File: src/rtl/easyaxi_rd_arb_if.sv
// easyaxi_rd_arb_if: one AXI read channel (AR + R) between a master and a slave.
`ifndef AXI_ID_W
`define AXI_ID_W 4
`endif
`ifndef AXI_ADDR_W
`define AXI_ADDR_W 32
`endif
`ifndef AXI_LEN_W
`define AXI_LEN_W 8
`endif
`ifndef AXI_SIZE_W
`define AXI_SIZE_W 3
`endif
`ifndef AXI_BURST_W
`define AXI_BURST_W 2
`endif
`ifndef AXI_DATA_W
`define AXI_DATA_W 32
`endif
`ifndef AXI_RESP_W
`define AXI_RESP_W 2
`endif
`ifndef AXI_RESP_OKAY
`define AXI_RESP_OKAY 2'b00
`endif
`ifndef AXI_RESP_DECERR
`define AXI_RESP_DECERR 2'b11
`endif

interface easyaxi_rd_arb_if;
  logic                    arvalid;
  logic                    arready;
  logic [`AXI_ID_W-1:0]    arid;
  logic [`AXI_ADDR_W-1:0]  araddr;
  logic [`AXI_LEN_W-1:0]   arlen;
  logic [`AXI_SIZE_W-1:0]  arsize;
  logic [`AXI_BURST_W-1:0] arburst;
  logic                    rvalid;
  logic                    rready;
  logic [`AXI_DATA_W-1:0]  rdata;
  logic [`AXI_RESP_W-1:0]  rresp;
  logic                    rlast;
  modport master(output arvalid, arid, araddr, arlen, arsize, arburst, rready,
                 input arready, rvalid, rdata, rresp, rlast);
  modport slave(input arvalid, arid, araddr, arlen, arsize, arburst, rready,
                output arready, rvalid, rdata, rresp, rlast);
endinterface

File: src/rtl/easyaxi_rd_arb.sv
// easyaxi_rd_arb: two-master AXI read arbiter, one outstanding transaction at the slave.
`ifndef AXI_ID_W
`define AXI_ID_W 4
`endif
`ifndef AXI_ADDR_W
`define AXI_ADDR_W 32
`endif
`ifndef AXI_LEN_W
`define AXI_LEN_W 8
`endif
`ifndef AXI_SIZE_W
`define AXI_SIZE_W 3
`endif
`ifndef AXI_BURST_W
`define AXI_BURST_W 2
`endif
`ifndef AXI_DATA_W
`define AXI_DATA_W 32
`endif
`ifndef AXI_RESP_W
`define AXI_RESP_W 2
`endif

module easyaxi_rd_arb #(
  parameter int FIXED_PRI = 0
) (
  input  logic                    clk,
  input  logic                    rst_n,
  input  logic                    enable,
  easyaxi_rd_arb_if.slave         axi_mst0,
  easyaxi_rd_arb_if.slave         axi_mst1,
  easyaxi_rd_arb_if.master        axi_slv,
  output logic [1:0]              arb_grant,
  output logic [7:0]              arb_txn_cnt0,
  output logic [7:0]              arb_txn_cnt1
);
  typedef enum logic [1:0] {IDLE, ADDR, DATA} state_t;
  state_t     state;
  logic [1:0] grant_r;
  logic       last_grant_r;
  logic       win1;
  logic       sel;
  logic       in_addr;
  logic       in_data;
  assign sel     = grant_r[1];
  assign in_addr = state == ADDR;
  assign in_data = state == DATA;
  // master 1 wins only when alone, or in round-robin when master 0 owned the last grant
  assign win1 = axi_mst1.arvalid && (!axi_mst0.arvalid || (FIXED_PRI == 0 && !last_grant_r));
  assign axi_slv.arvalid = in_addr & (sel ? axi_mst1.arvalid : axi_mst0.arvalid);
  assign axi_slv.arid    = sel ? axi_mst1.arid    : axi_mst0.arid;
  assign axi_slv.araddr  = sel ? axi_mst1.araddr  : axi_mst0.araddr;
  assign axi_slv.arlen   = sel ? axi_mst1.arlen   : axi_mst0.arlen;
  assign axi_slv.arsize  = sel ? axi_mst1.arsize  : axi_mst0.arsize;
  assign axi_slv.arburst = sel ? axi_mst1.arburst : axi_mst0.arburst;
  assign axi_slv.rready  = in_data & (sel ? axi_mst1.rready : axi_mst0.rready);
  assign axi_mst0.arready = in_addr & grant_r[0] & axi_slv.arready;
  assign axi_mst1.arready = in_addr & grant_r[1] & axi_slv.arready;
  assign axi_mst0.rvalid  = in_data & grant_r[0] & axi_slv.rvalid;
  assign axi_mst1.rvalid  = in_data & grant_r[1] & axi_slv.rvalid;
  assign axi_mst0.rdata = axi_slv.rdata;
  assign axi_mst1.rdata = axi_slv.rdata;
  assign axi_mst0.rresp = axi_slv.rresp;
  assign axi_mst1.rresp = axi_slv.rresp;
  assign axi_mst0.rlast = axi_slv.rlast;
  assign axi_mst1.rlast = axi_slv.rlast;
  // grant_r is cleared on return to IDLE, so it doubles as the idle-masked grant
  assign arb_grant = grant_r;
  always_ff @(posedge clk or negedge rst_n) begin
    if (!rst_n) begin
      state        <= IDLE;
      grant_r      <= 2'b00;
      last_grant_r <= 1'b1;
      arb_txn_cnt0 <= 8'd0;
      arb_txn_cnt1 <= 8'd0;
    end else begin
      case (state)
        IDLE: if (enable && (axi_mst0.arvalid || axi_mst1.arvalid)) begin
          state   <= ADDR;
          grant_r <= {win1, !win1};
        end
        ADDR: if (axi_slv.arvalid && axi_slv.arready) begin
          state        <= DATA;
          last_grant_r <= sel;
        end
        DATA: if (axi_slv.rvalid && axi_slv.rready && axi_slv.rlast) begin
          state        <= IDLE;
          grant_r      <= 2'b00;
          arb_txn_cnt0 <= arb_txn_cnt0 + {7'd0, grant_r[0]};
          arb_txn_cnt1 <= arb_txn_cnt1 + {7'd0, grant_r[1]};
        end
        default: state <= IDLE;
      endcase
    end
  end
endmodule

File: src/flat_wrapper.sv
// flat-port wrapper written by rule: the top's interface ports become plain ports
module easyaxi_rd_arb_flat 
#(
  parameter int FIXED_PRI = 0
)
  (clk, rst_n, enable, arb_grant, arb_txn_cnt0, arb_txn_cnt1, axi_mst0_arvalid, axi_mst0_arid, axi_mst0_araddr, axi_mst0_arlen, axi_mst0_arsize, axi_mst0_arburst, axi_mst0_rready, axi_mst0_arready, axi_mst0_rvalid, axi_mst0_rdata, axi_mst0_rresp, axi_mst0_rlast, axi_mst1_arvalid, axi_mst1_arid, axi_mst1_araddr, axi_mst1_arlen, axi_mst1_arsize, axi_mst1_arburst, axi_mst1_rready, axi_mst1_arready, axi_mst1_rvalid, axi_mst1_rdata, axi_mst1_rresp, axi_mst1_rlast, axi_slv_arvalid, axi_slv_arid, axi_slv_araddr, axi_slv_arlen, axi_slv_arsize, axi_slv_arburst, axi_slv_rready, axi_slv_arready, axi_slv_rvalid, axi_slv_rdata, axi_slv_rresp, axi_slv_rlast);
  easyaxi_rd_arb_if axi_mst0_i ();
  easyaxi_rd_arb_if axi_mst1_i ();
  easyaxi_rd_arb_if axi_slv_i ();
  input  logic clk;
  input  logic rst_n;
  input  logic enable;
  output logic [1:0] arb_grant;
  output logic [7:0] arb_txn_cnt0;
  output logic [7:0] arb_txn_cnt1;
  input wire logic [$bits(axi_mst0_i.arvalid)-1:0] axi_mst0_arvalid;
  input wire logic [$bits(axi_mst0_i.arid)-1:0] axi_mst0_arid;
  input wire logic [$bits(axi_mst0_i.araddr)-1:0] axi_mst0_araddr;
  input wire logic [$bits(axi_mst0_i.arlen)-1:0] axi_mst0_arlen;
  input wire logic [$bits(axi_mst0_i.arsize)-1:0] axi_mst0_arsize;
  input wire logic [$bits(axi_mst0_i.arburst)-1:0] axi_mst0_arburst;
  input wire logic [$bits(axi_mst0_i.rready)-1:0] axi_mst0_rready;
  output wire logic [$bits(axi_mst0_i.arready)-1:0] axi_mst0_arready;
  output wire logic [$bits(axi_mst0_i.rvalid)-1:0] axi_mst0_rvalid;
  output wire logic [$bits(axi_mst0_i.rdata)-1:0] axi_mst0_rdata;
  output wire logic [$bits(axi_mst0_i.rresp)-1:0] axi_mst0_rresp;
  output wire logic [$bits(axi_mst0_i.rlast)-1:0] axi_mst0_rlast;
  input wire logic [$bits(axi_mst1_i.arvalid)-1:0] axi_mst1_arvalid;
  input wire logic [$bits(axi_mst1_i.arid)-1:0] axi_mst1_arid;
  input wire logic [$bits(axi_mst1_i.araddr)-1:0] axi_mst1_araddr;
  input wire logic [$bits(axi_mst1_i.arlen)-1:0] axi_mst1_arlen;
  input wire logic [$bits(axi_mst1_i.arsize)-1:0] axi_mst1_arsize;
  input wire logic [$bits(axi_mst1_i.arburst)-1:0] axi_mst1_arburst;
  input wire logic [$bits(axi_mst1_i.rready)-1:0] axi_mst1_rready;
  output wire logic [$bits(axi_mst1_i.arready)-1:0] axi_mst1_arready;
  output wire logic [$bits(axi_mst1_i.rvalid)-1:0] axi_mst1_rvalid;
  output wire logic [$bits(axi_mst1_i.rdata)-1:0] axi_mst1_rdata;
  output wire logic [$bits(axi_mst1_i.rresp)-1:0] axi_mst1_rresp;
  output wire logic [$bits(axi_mst1_i.rlast)-1:0] axi_mst1_rlast;
  output wire logic [$bits(axi_slv_i.arvalid)-1:0] axi_slv_arvalid;
  output wire logic [$bits(axi_slv_i.arid)-1:0] axi_slv_arid;
  output wire logic [$bits(axi_slv_i.araddr)-1:0] axi_slv_araddr;
  output wire logic [$bits(axi_slv_i.arlen)-1:0] axi_slv_arlen;
  output wire logic [$bits(axi_slv_i.arsize)-1:0] axi_slv_arsize;
  output wire logic [$bits(axi_slv_i.arburst)-1:0] axi_slv_arburst;
  output wire logic [$bits(axi_slv_i.rready)-1:0] axi_slv_rready;
  input wire logic [$bits(axi_slv_i.arready)-1:0] axi_slv_arready;
  input wire logic [$bits(axi_slv_i.rvalid)-1:0] axi_slv_rvalid;
  input wire logic [$bits(axi_slv_i.rdata)-1:0] axi_slv_rdata;
  input wire logic [$bits(axi_slv_i.rresp)-1:0] axi_slv_rresp;
  input wire logic [$bits(axi_slv_i.rlast)-1:0] axi_slv_rlast;
  assign axi_mst0_i.arvalid = axi_mst0_arvalid;
  assign axi_mst0_i.arid = axi_mst0_arid;
  assign axi_mst0_i.araddr = axi_mst0_araddr;
  assign axi_mst0_i.arlen = axi_mst0_arlen;
  assign axi_mst0_i.arsize = axi_mst0_arsize;
  assign axi_mst0_i.arburst = axi_mst0_arburst;
  assign axi_mst0_i.rready = axi_mst0_rready;
  assign axi_mst0_arready = axi_mst0_i.arready;
  assign axi_mst0_rvalid = axi_mst0_i.rvalid;
  assign axi_mst0_rdata = axi_mst0_i.rdata;
  assign axi_mst0_rresp = axi_mst0_i.rresp;
  assign axi_mst0_rlast = axi_mst0_i.rlast;
  assign axi_mst1_i.arvalid = axi_mst1_arvalid;
  assign axi_mst1_i.arid = axi_mst1_arid;
  assign axi_mst1_i.araddr = axi_mst1_araddr;
  assign axi_mst1_i.arlen = axi_mst1_arlen;
  assign axi_mst1_i.arsize = axi_mst1_arsize;
  assign axi_mst1_i.arburst = axi_mst1_arburst;
  assign axi_mst1_i.rready = axi_mst1_rready;
  assign axi_mst1_arready = axi_mst1_i.arready;
  assign axi_mst1_rvalid = axi_mst1_i.rvalid;
  assign axi_mst1_rdata = axi_mst1_i.rdata;
  assign axi_mst1_rresp = axi_mst1_i.rresp;
  assign axi_mst1_rlast = axi_mst1_i.rlast;
  assign axi_slv_arvalid = axi_slv_i.arvalid;
  assign axi_slv_arid = axi_slv_i.arid;
  assign axi_slv_araddr = axi_slv_i.araddr;
  assign axi_slv_arlen = axi_slv_i.arlen;
  assign axi_slv_arsize = axi_slv_i.arsize;
  assign axi_slv_arburst = axi_slv_i.arburst;
  assign axi_slv_rready = axi_slv_i.rready;
  assign axi_slv_i.arready = axi_slv_arready;
  assign axi_slv_i.rvalid = axi_slv_rvalid;
  assign axi_slv_i.rdata = axi_slv_rdata;
  assign axi_slv_i.rresp = axi_slv_rresp;
  assign axi_slv_i.rlast = axi_slv_rlast;
  easyaxi_rd_arb #(.FIXED_PRI(FIXED_PRI)) u_core (.clk(clk), .rst_n(rst_n), .enable(enable), .axi_mst0(axi_mst0_i), .axi_mst1(axi_mst1_i), .axi_slv(axi_slv_i), .arb_grant(arb_grant), .arb_txn_cnt0(arb_txn_cnt0), .arb_txn_cnt1(arb_txn_cnt1));
endmodule
File: config.mk
export PLATFORM = sky130hd
export DESIGN_NAME = easyaxi_rd_arb_flat
export DESIGN_NICKNAME = d
export VERILOG_FILES = /design/src/rtl/easyaxi_rd_arb_if.sv /design/src/rtl/easyaxi_rd_arb.sv /design/src/flat_wrapper.sv
export SDC_FILE = /design/constraint.sdc
export NUM_CORES = 1
export LEC_CHECK = 0
export CAP_MARGIN = 20
export CORE_AREA = 2 2 111 113
export CTS_CLUSTER_DIAMETER = 60
export DETAILED_ROUTE_END_ITERATION = 6
export DIE_AREA = 0 0 113 115
export REMOVE_ABC_BUFFERS = 1
export SYNTH_ARGS = -nofsm -noshare
export SYNTH_HDL_FRONTEND = slang
export SYNTH_SLANG_ARGS = --single-unit
File: constraint.sdc
create_clock -name clk -period 2.1 [get_ports clk]
set_clock_uncertainty 0.05 [all_clocks]
set_input_delay 0.315 -clock clk [delete_from_list [all_inputs] [get_ports clk]]
set_output_delay 0.315 -clock clk [all_outputs]
set_load 0.02 [all_outputs]
Word-level counts from Yosys, hierarchy flattened
Index checks and enable logic that the tools add are counted.
- add/sub/neg operators: 2
- equal/unequal tests: 5
- mux-type cells: 13
- bitwise operators: 10
- reductions and logical operators: 16
- operators by type and width (operator ; count):
    $mux W32 ; 1
    $add A8 B1 Y8 ; 2
    $and A1 B1 Y1 ; 10
    $mux W2 ; 5
    $mux W8 ; 1
    $pmux W2 S3 ; 1
    $reduce_and A3 Y1 ; 2
    $logic_and A1 B1 Y1 ; 5
    $mux W4 ; 1
    $ne A2 B2 Y1 const B ; 2
    $pmux W2 S2 ; 1
    $reduce_and A2 Y1 ; 2
    $logic_not A1 Y1 ; 3
    $mux W3 ; 1
    $eq A2 B1 Y1 const B ; 1
    $eq A2 B2 Y1 const B ; 1
    $logic_not A2 Y1 ; 1
    $logic_or A1 B1 Y1 ; 2
    $mux W1 ; 2
    $ne A2 B1 Y1 const B ; 1
    $reduce_bool A2 Y1 ; 1
- register bits: 21
- word-level logic and storage cells: 51

Depth between registers and ports, before layout
Gate-level depths: netlist (run 1).
- word-level depth: 6
- gate-level depth with buffers: 5
- mapped depth without buffers: 5

Worst setup path before layout (run 1)
Ideal clock, no wire load.
- path type: register -> output
- start: register u_core.grant_r[1], in the netlist u_core.arb_grant[1]
- end: output axi_slv_araddr[28]
- data arrival time: 1.356 ns
- slack: 0.379 ns
- stages on the path, launching flop included: 4
- path buffers: 2
- cell sequence: dfrtp_1 -> buf_6 -> clkbuf_1 -> mux2_2
- longest elaborated chain between the ends: 1
- RTL lines (item ; line ; RTL):
    from (decl) ; easyaxi_rd_arb.sv:39 ; logic [1:0] grant_r;
    from (signal assigned) ; easyaxi_rd_arb.sv:80 ; grant_r <= {win1, !win1};
    $mux W32 ; easyaxi_rd_arb.sv:52 ; assign axi_slv.araddr = sel ? axi_mst1.araddr : axi_mst0.araddr;
    to (decl) ; flat_wrapper.sv:42 ; output wire logic [$bits(axi_slv_i.araddr)-1:0] axi_slv_araddr;
Every way passes these cells.

Worst setup path after layout (run 1)
- start: input axi_slv_rvalid
- end: output axi_mst1_rvalid
- longest elaborated chain between the ends: 1
- RTL lines (item ; line ; RTL):
    from (decl) ; flat_wrapper.sv:48 ; input wire logic [$bits(axi_slv_i.rvalid)-1:0] axi_slv_rvalid;
    $and A1 B1 Y1 ; easyaxi_rd_arb.sv:60 ; assign axi_mst1.rvalid = in_data & grant_r[1] & axi_slv.rvalid;
    to (decl) ; flat_wrapper.sv:36 ; output wire logic [$bits(axi_mst1_i.rvalid)-1:0] axi_mst1_rvalid;
Every way passes these cells.

==> results.sh, run 1 <==
export IMPL_worstReg2RegEnd="u_core.arb_txn_cnt1[1]"
export IMPL_rsz0062_at_grt="false"
export IMPL_dr_pass1_iters=6
export IMPL_tightest_slew_ps=336
export IMPL_port_buffers=182
export IMPL_syn_inst=216
export IMPL_rows=40
export IMPL_ys_top_cells_by_area="mux2_2, buf_4, dfrtp_1, xor2_1, nor4_2"
export IMPL_synth_distinct_cells=28
export IMPL_die_h_um=115
export IMPL_io_pins=285
export IMPL_drtIter0Drc=98
export IMPL_grt_pass1_wl_mm=18.9
export IMPL_seq_area_frac_synth_pct=23.7
export IMPL_die_area_um2=13000
export IMPL_synth_ff_type="dfrtp_1"
export IMPL_reg2reg_depth=6
export IMPL_synth_edf_count=0
export IMPL_outcome="complete, but fails checks"
export IMPL_fin_nets=483
export IMPL_initial_core_util_pct=18.8
export IMPL_core_area_um2=11800
export IMPL_yosysMostFrequentCell="buf_4"
export IMPL_max_freq_mhz=492
export IMPL_root_buffer="clkbuf_16"
export IMPL_cap_violations=0
export IMPL_clock_latency_ps=250
export IMPL_fin_crit_ps=2030
export IMPL_grt_pass1_vias=2218
export IMPL_post_route_util_pct=32.2
export IMPL_setup_viol=0
export IMPL_synth_largest_area_cell="mux2_2"
export IMPL_grt_overflow=0
export IMPL_drive_above_1_share_pct=25.9
export IMPL_cts_max_level=1
export IMPL_hold_buffers=0
export IMPL_slew_headroom_pct=77.3
export IMPL_syn_area_um2=2220
export IMPL_startpoint="axi_slv_rvalid"
export IMPL_endpoint="axi_mst1_rvalid"
export IMPL_worst_r2r_setup_slack_ps=270
export IMPL_cts_tree="yes"
export IMPL_viasPerCell=4.24
export IMPL_wl_mm=14.8
export IMPL_antenna_found_initial=0
export IMPL_ant_nets=0
export IMPL_wire_per_inst_um=30.6
export IMPL_r2r_start="u_core.arb_grant[1]"
export IMPL_synth_top_area_share_pct=28.4
export IMPL_grt_start_max_net_pins=30
export IMPL_yosys_top_cells_count="buf_4, mux2_2, dfrtp_1, xor2_1"
export IMPL_hp_class="primary input to asynchronous set/reset pin"
export IMPL_syn_to_final_growth_pct=71.3
export IMPL_required_ps=1740
export IMPL_start_kind="primary input"
export IMPL_ys_ff_latch=21
export IMPL_numCtsBuffers=3
export IMPL_grt_usage_pct=21.7
export IMPL_arrival_ps=1670
export IMPL_drc=20
export IMPL_p_leak_nw=1.67
export IMPL_ir_drop_v=0.000314
export IMPL_die_x_um=113
export IMPL_fin_crit_sh_pct=96.8
export IMPL_dp_hpwl_mm=13.5
export IMPL_critPathMaxFanout=3
export IMPL_gp_congestion=0.853
export IMPL_clock_path_buffers=2
export IMPL_fin_tns_setup_ps=0
export IMPL_yosysWarnings=0
export IMPL_worst_slack_ps=66.5
export IMPL_path_class="primary input to output port"
export IMPL_n_antenna_cell=0
export IMPL_clkTransAtPathRegs_ps=60
export IMPL_endpoint_kind="output port"
export IMPL_post_cts_buffers=0
export IMPL_hold_ws_ps=366
export IMPL_slew_violations=0
export IMPL_vias=2046
export IMPL_async_reset_ff_share_pct=100
export IMPL_post_place_ws_ps=7.59
export IMPL_cts_sinks=21
export IMPL_pwr_density_cell_nw_per_um2=862
export IMPL_violations="design-rule violations"
export IMPL_avgSynthCellArea_um2=10.3
export IMPL_hold_violations=0
## power breakdown
part	switching (mW)	internal [mW]
clock network	0.144	0.255
logic	1.15	1.14
registers	0.107	0.486
## cells by family (layout without fill, tap and decap cells)
group	count (synthesis)	after routing	share of synthesized area, %
flops	21	21	23.7
xor+xnor	12	12	4.73
mux	58	58	29.8
compound gates	4	4	1.13
fa+ha+maj	4	4	2.25
buf+inv	78	198	26.1
simple gates	39	39	12.3
## worst max-delay path, stage by stage
cell             delay (ps)
clkdlybuf4s50_1         570
and3_1                  180
clkdlybuf4s50_1         600
## through the flow
stage,instances,total power [mW],area (µm²)
6_report,483,3.28,3810
5_1_grt,483,3.49,3810
4_1_cts,483,3.30,3800
3_5_place_dp,479,3.07,3770
3_3_place_gp,479,3.08,3770
2_1_floorplan,138,1.82,1640
## worst min-delay path by stage
stage / endpoint / slack [ps] / cells after the start
finish: u_core.arb_txn_cnt0[7] / 370 / 2
global route: u_core.arb_txn_cnt0[5] / 390 / 2
CTS: u_core.arb_txn_cnt0[5] / 380 / 2
detailed placement: u_core.arb_txn_cnt1[7] / 410 / 1
global placement: u_core.arb_txn_cnt1[7] / 410 / 1
floorplan: u_core.arb_grant[0] / -30 / 0
## sequential cells by signal (all words and copies together), names as in the netlist
signal / count
u_core.arb_grant: 2
u_core.last_grant_r: 1
u_core.state: 2
u_core.arb_txn_cnt1: 8
u_core.arb_txn_cnt0: 8
## routing by layer
metal  track usage (%)  vias up  wire length [µm]
li1                  -      921                 -
met1              14.6      897              3450
met2              38.9      210              7050
met3              25.8       18              3870
met4              3.17        0               390
met5                 0        -                 0
## cell usage in the layout, fill, tap and decap left out, drive strengths merged, types with 2 or more instances in the layout
master         count
nand2b             2
ha                 4
nand3              4
dlymetal6s2s       2
o22ai              2
nor4               6
nand4              2
dfrtp             20
nor2b              2
xor2              12
dlygate4sd2       50
nand2              5
clkdlybuf4s50    128
mux2              56
and3               5
nor2               4
nor4b              2
buf               14
nor3b              3
clkbuf             3
mux2i              2
nor3               2
## what timing repair did
action | 4_1_cts | 5_1_grt
resized for setup | 52 | 4
pin swaps | 0 | 0
endpoints found under the setup margin | 51 | 2
gates cloned | 0 | 0
## layout make-up
| cell class | instances | area [µm²] |
|---|---|---|
| Clock buffer | 3 | 75.1 |
| Clock inverter | 1 | 5.00 |
| Fill cell | 1219 | 8000 |
| Multi-Input combinational cell | 117 | 1130 |
| Sequential cell | 21 | 529 |
| Tap cell | 147 | 184 |
| Timing Repair Buffer | 194 | 1890 |
Note: power is estimated with default switching activity, not from simulation.
==> run 2, diff against run 1 <==
Settings changed: ABC_CLOCK_PERIOD_IN_PS set to 2100, MAX_ROUTING_LAYER set to met4, SLEW_MARGIN set to 5.
==> results.sh, run 2 (synthesis gave the netlist of run 1 again) <==
export IMPL_outcome="complete, but fails checks"
export IMPL_violations="design-rule violations"
export IMPL_gp_congestion=0.866
export IMPL_rows=40
export IMPL_swShare_pct=42.5
export IMPL_cts_max_level=1
export IMPL_path_cells="clkdlybuf4s50_1 > and3_1 > clkdlybuf4s50_1"
export IMPL_n_antenna_cell=0
export IMPL_arrival_ps=1660
export IMPL_slew_headroom_pct=77.3
export IMPL_start_kind="primary input"
export IMPL_cts_tree="yes"
export IMPL_ant_nets=0
export IMPL_required_ps=1740
export IMPL_dr_pass1_iters=6
export IMPL_p_seq_share_pct=18.0
export IMPL_drive_above_1_share_pct=25.9
export IMPL_final_area_um2=3810
export IMPL_die_h_um=115
export IMPL_fin_crit_ps=2020
export IMPL_fin_crit_sh_pct=96.4
export IMPL_grt_start_max_net_pins=30
export IMPL_critPathMaxFanout=3
export IMPL_die_x_um=113
export IMPL_endpoint_kind="output port"
export IMPL_io_pins=285
export IMPL_antenna_found_initial=0
export IMPL_final_cell_mix="clkdlybuf4s50_1, mux2_2, dlygate4sd2_1"
export IMPL_syn_to_final_growth_pct=71.3
export IMPL_place_area_um2=3770
export IMPL_initial_core_util_pct=18.8
export IMPL_grt_overflow=0
export IMPL_setup_viol=0
export IMPL_critPathTopFamily="buffers and inverters"
export IMPL_max_freq_mhz=494
export IMPL_max_stage_delay_ps=600
export IMPL_post_cts_buffers=0
export IMPL_p_comb_share_pct=69.9
export IMPL_reg_largest_list="u_core.arb_txn_cnt0 (8), u_core.arb_txn_cnt1 (8)"
export IMPL_numCtsBuffers=3
export IMPL_grt_pass1_wl_mm=18.8
export IMPL_hold_violations=0
export IMPL_port_buffers=182
export IMPL_pwr_density_cell_nw_per_um2=861
export IMPL_core_area_um2=11800
export IMPL_clock_latency_ps=250
export IMPL_wire_per_inst_um=30.6
export IMPL_fin_cells=483
export IMPL_die_area_um2=13000
export IMPL_final_common_cell="clkdlybuf4s50_1"
export IMPL_place_inst=479
export IMPL_slew_violations=0
export IMPL_num_fill_cells=1219
export IMPL_pwr_share_clk_pct=12.1
export IMPL_drtIter0Drc=114
export IMPL_dp_hpwl_mm=13.5
export IMPL_crit_top_cell="clkdlybuf4s50_1"
export IMPL_wl_mm=14.8
export IMPL_root_buffer="clkbuf_16"
export IMPL_path_class="primary input to output port"
export IMPL_grt_pass1_vias=2279
export IMPL_hold_buffers=0
export IMPL_grt_usage_pct=22.4
export IMPL_cts_sinks=21
export IMPL_clkTransAtPathRegs_ps=60
export IMPL_cp_slowest_cell="clkdlybuf4s50_1"
export IMPL_tightest_slew_ps=336
export IMPL_clock_path_buffers=2
export IMPL_viasPerCell=4.33
export IMPL_rsz0062_at_grt="false"
export IMPL_cap_violations=0
export IMPL_drc=20
export IMPL_p_sw_mw=1.39
export IMPL_ir_drop_v=0.000311
export IMPL_fin_nets=483
export IMPL_hp_class="primary input to asynchronous set/reset pin"
export IMPL_p_int_mw=1.89
export IMPL_critical_path_buf_inv_count=2
export IMPL_vias=2090
export IMPL_p_leak_nw=1.67
==> run 2: cell counts in the layout (fill, tap and decap cells not counted) <==
No cell type changed its count.
==> run 2: routing by layer <==
layer	track usage [%]	routed length [µm]	up-vias
met5	-	0	-
met4	13.8	1120	0
met3	19.4	2890	25
met2	33.7	6380	189
met1	18.5	4390	957
li1	-	-	919
==> run 2: worst paths after layout <==
| path | startpoint | to | slack [ps] | cells past startpoint |
|---|---|---|---|---|
| worst max-delay path | axi_slv_rvalid | axi_mst1_rvalid | 80 | 3 |
| worst min-delay path | rst_n | u_core.arb_txn_cnt0[7] | 370 | 2 |
| worst max register to register | u_core.arb_grant[1] | u_core.arb_txn_cnt1[1] | 260 | 6 |
| worst min register to register | u_core.arb_txn_cnt0[7] | u_core.arb_txn_cnt0[7] | 420 | 1 |
| max in group asynchronous | rst_n | u_core.last_grant_r | 1350 | 2 |
| min in group clk | u_core.arb_txn_cnt0[7] | u_core.arb_txn_cnt0[7] | 420 | 1 |
==> run 2: what timing repair did <==
action | in CTS | in global routing
endpoints found under the hold margin | 0 | 0
resized for setup | 52 | 4
endpoints found under the setup margin | 51 | 2
==> run 2: through the flow <==
step | hold WS [ps] | power, mW | TNS, ps | utilization (%) | setup slack, ps
after floorplan | -30.6 | 1.82 | -28720 | - | -719
after global placement | 409 | 3.08 | -9.16 | 31.9 | -9.16
after detailed placement | 410 | 3.07 | 0 | 31.9 | 7.59
after CTS | 375 | 3.30 | 0 | 32.2 | 4.40
after global routing | 386 | 3.49 | 0 | 32.2 | 11.0
final | 367 | 3.28 | 0 | 32.2 | 75.1
==> run 2: worst reg2reg max path, cell delays in order (launching register included) <==
cell and delay, ps:
dfrtp_2 460, buf_12 180, mux2i_4 190, buf_4 200, nor2_1 170, buf_4 150
mux2_2 320
==> run 2: area by class of cell <==
type | instances | area, µm² | area share (%)
timing repair buffer | 194 | 1890 | 49.5
clock inverter | 1 | 5.00 | 0.131
clock buffer | 3 | 75.1 | 1.97
tap | 147 | 184 | 4.83
sequential | 21 | 529 | 13.9
multi-input combinational | 117 | 1130 | 29.6
==> run 2: power groups by stage <==
stage               Combinational [mW]  Sequential [mW]  Clock (mW)
floorplan                         1.08            0.732           0
global placement                  2.49            0.586           0
detailed placement                2.48            0.590           0
CTS                               2.30            0.585       0.415
global route                      2.45            0.603       0.439
finish                            2.29            0.590       0.398
==> run 3, diff against run 2 <==
Settings changed: GPL_TIMING_DRIVEN set to 0.
==> results.sh, run 3 (synthesis gave the netlist of run 1 again) <==
export IMPL_reg_largest_list="u_core.arb_txn_cnt0 (8), u_core.arb_txn_cnt1 (8)"
export IMPL_fin_crit_sh_pct=96.3
export IMPL_rsz0062_at_grt="false"
export IMPL_dr_pass1_iters=6
export IMPL_die_area_um2=13000
export IMPL_hold_violations=0
export IMPL_cap_violations=0
export IMPL_p_leak_nw=1.62
export IMPL_pwr_density_cell_nw_per_um2=862
export IMPL_n_antenna_cell=0
export IMPL_final_common_cell="clkdlybuf4s50_1"
export IMPL_max_freq_mhz=494
export IMPL_grt_start_max_net_pins=31
export IMPL_initial_core_util_pct=18.8
export IMPL_syn_to_final_growth_pct=68.5
export IMPL_grt_pass1_wl_mm=19.2
export IMPL_grt_pass1_vias=2276
export IMPL_rows=40
export IMPL_clkTransAtPathRegs_ps=60
export IMPL_drive_above_1_share_pct=23.4
export IMPL_wire_per_inst_um=31.0
export IMPL_gp_congestion=0.889
export IMPL_slew_violations=0
export IMPL_wl_mm=14.8
export IMPL_cts_max_level=1
export IMPL_clock_path_buffers=2
export IMPL_p_int_mw=1.84
export IMPL_root_buffer="clkbuf_16"
export IMPL_swShare_pct=43.2
export IMPL_critPathMaxFanout=30
export IMPL_ir_drop_v=0.000247
export IMPL_post_place_ws_ps=-600
export IMPL_cts_tree="yes"
export IMPL_io_pins=285
export IMPL_path_class="register to output port"
export IMPL_grt_overflow=0
export IMPL_worstReg2RegEnd="u_core.arb_txn_cnt0[0]"
export IMPL_die_x_um=113
export IMPL_hp_class="primary input to asynchronous set/reset pin"
export IMPL_num_fill_cells=1235
export IMPL_pwr_share_clk_pct=12.6
export IMPL_fin_tns_setup_ps=0
export IMPL_endpoint_kind="output port"
export IMPL_tightest_slew_ps=357
export IMPL_outcome="complete, but fails checks"
export IMPL_hold_ws_ps=263
export IMPL_arrival_ps=1660
export IMPL_ant_nets=0
export IMPL_dp_hpwl_mm=13.2
export IMPL_clock_latency_ps=250
export IMPL_worst_slack_ps=77.7
export IMPL_start_kind="register"
export IMPL_setup_viol=0
export IMPL_met3_usage_pct=24.7
export IMPL_final_cell_mix="clkdlybuf4s50_1, mux2_2, dlygate4sd2_1"
export IMPL_fin_cells=476
export IMPL_violations="design-rule violations"
export IMPL_p_sw_mw=1.39
export IMPL_antenna_found_initial=0
export IMPL_required_ps=1740
export IMPL_p_comb_share_pct=69.3
export IMPL_use_met2_pct=37.9
export IMPL_die_h_um=115
export IMPL_drc=20
export IMPL_worst_r2r_setup_slack_ps=140
export IMPL_slew_headroom_pct=75.8
export IMPL_vias=2055
export IMPL_met1_usage_pct=16.1
export IMPL_grt_usage_pct=22.7
export IMPL_r2r_start="u_core.arb_grant[1]"
export IMPL_fin_crit_ps=2020
export IMPL_fin_nets=476
export IMPL_drtIter0Drc=109
export IMPL_cts_sinks=21
export IMPL_core_area_um2=11800
export IMPL_numCtsBuffers=3
export IMPL_port_buffers=182
export IMPL_p_seq_share_pct=18.0
export IMPL_reg2reg_depth=5
export IMPL_viasPerCell=4.32
export IMPL_top_usage_layer="met2"
export IMPL_hold_buffers=0
export IMPL_place_inst=468
==> run 3: cell count changes in the layout (fill, tap and decap cells not counted), moves of 2 or more <==
cell           delta
buf_12            -2
buf_4             -9
dfrtp_2           -2
dlygate4sd2_1     +4
==> run 3: per-layer routing <==
| layer | up-vias | part of all wire (%) | wire (µm) |
|---|---|---|---|
| li1 | 906 | - | - |
| met5 | - | 0 | 0 |
| met4 | 0 | 2.7 | 393 |
| met1 | 923 | 25 | 3700 |
| met3 | 10 | 25 | 3690 |
| met2 | 216 | 47 | 6970 |
==> run 3: how the worst max path moves through the flow <==
| stage | depth (start not counted) | slack (ps) | startpoint | endpoint |
|---|---|---|---|---|
| 3_3_place_gp | 3 | -1620 | u_core.arb_grant[1] | axi_slv_rready |
| 3_5_place_dp | 4 | -600 | u_core.arb_grant[1] | axi_slv_rready |
| 4_1_cts | 3 | 20 | u_core.arb_grant[1] | axi_mst1_arready |
| 5_1_grt | 3 | 0.7 | u_core.arb_grant[1] | axi_slv_arid[2] |
| 2_1_floorplan | 3 | -720 | u_core.arb_grant[1] | u_core.arb_txn_cnt0[0] |
| 6_report | 3 | 80 | u_core.arb_grant[1] | axi_slv_arid[1] |
==> run 3: layout make-up <==
| type | instances | area [µm²] | area share [%] |
|---|---|---|---|
| Clock buffer | 3 | 75.1 | 2.00 |
| Tap cell | 147 | 184 | 4.91 |
| Sequential cell | 21 | 531 | 14.2 |
| Timing Repair Buffer | 187 | 1830 | 48.8 |
| Clock inverter | 1 | 5.00 | 0.134 |
| Multi-Input combinational cell | 117 | 1120 | 30.0 |
==> run 3: timing repair <==
item	in CTS	in global routing
resized for setup	57	1
hold endpoints to repair	0	0
setup buffers	3	0
setup endpoints to repair	74	1
==> run 3: power by group through the flow <==
stage | registers, mW | clock network, mW | logic (mW)
2_1_floorplan | 0.732 | 0 | 1.08
3_3_place_gp | 0.749 | 0 | 2.22
3_5_place_dp | 0.662 | 0 | 2.32
4_1_cts | 0.584 | 0.417 | 2.25
5_1_grt | 0.598 | 0.432 | 2.39
6_report | 0.583 | 0.408 | 2.24
==> run 3: worst max-delay path: stages, from the launching register on <==
cell           delay (ps)
dfrtp_4               450
buf_12                210
mux2_2                360
dlygate4sd2_1         370
==> run 3: per-stage QoR <==
step           util [%]  area (µm²)  total power, mW
3_5_place_dp       31.1        3670             2.98
4_1_cts            31.5        3720             3.25
2_1_floorplan         -        1640             1.82
6_report           31.7        3750             3.23
5_1_grt            31.7        3750             3.42
3_3_place_gp       30.9        3650             2.97
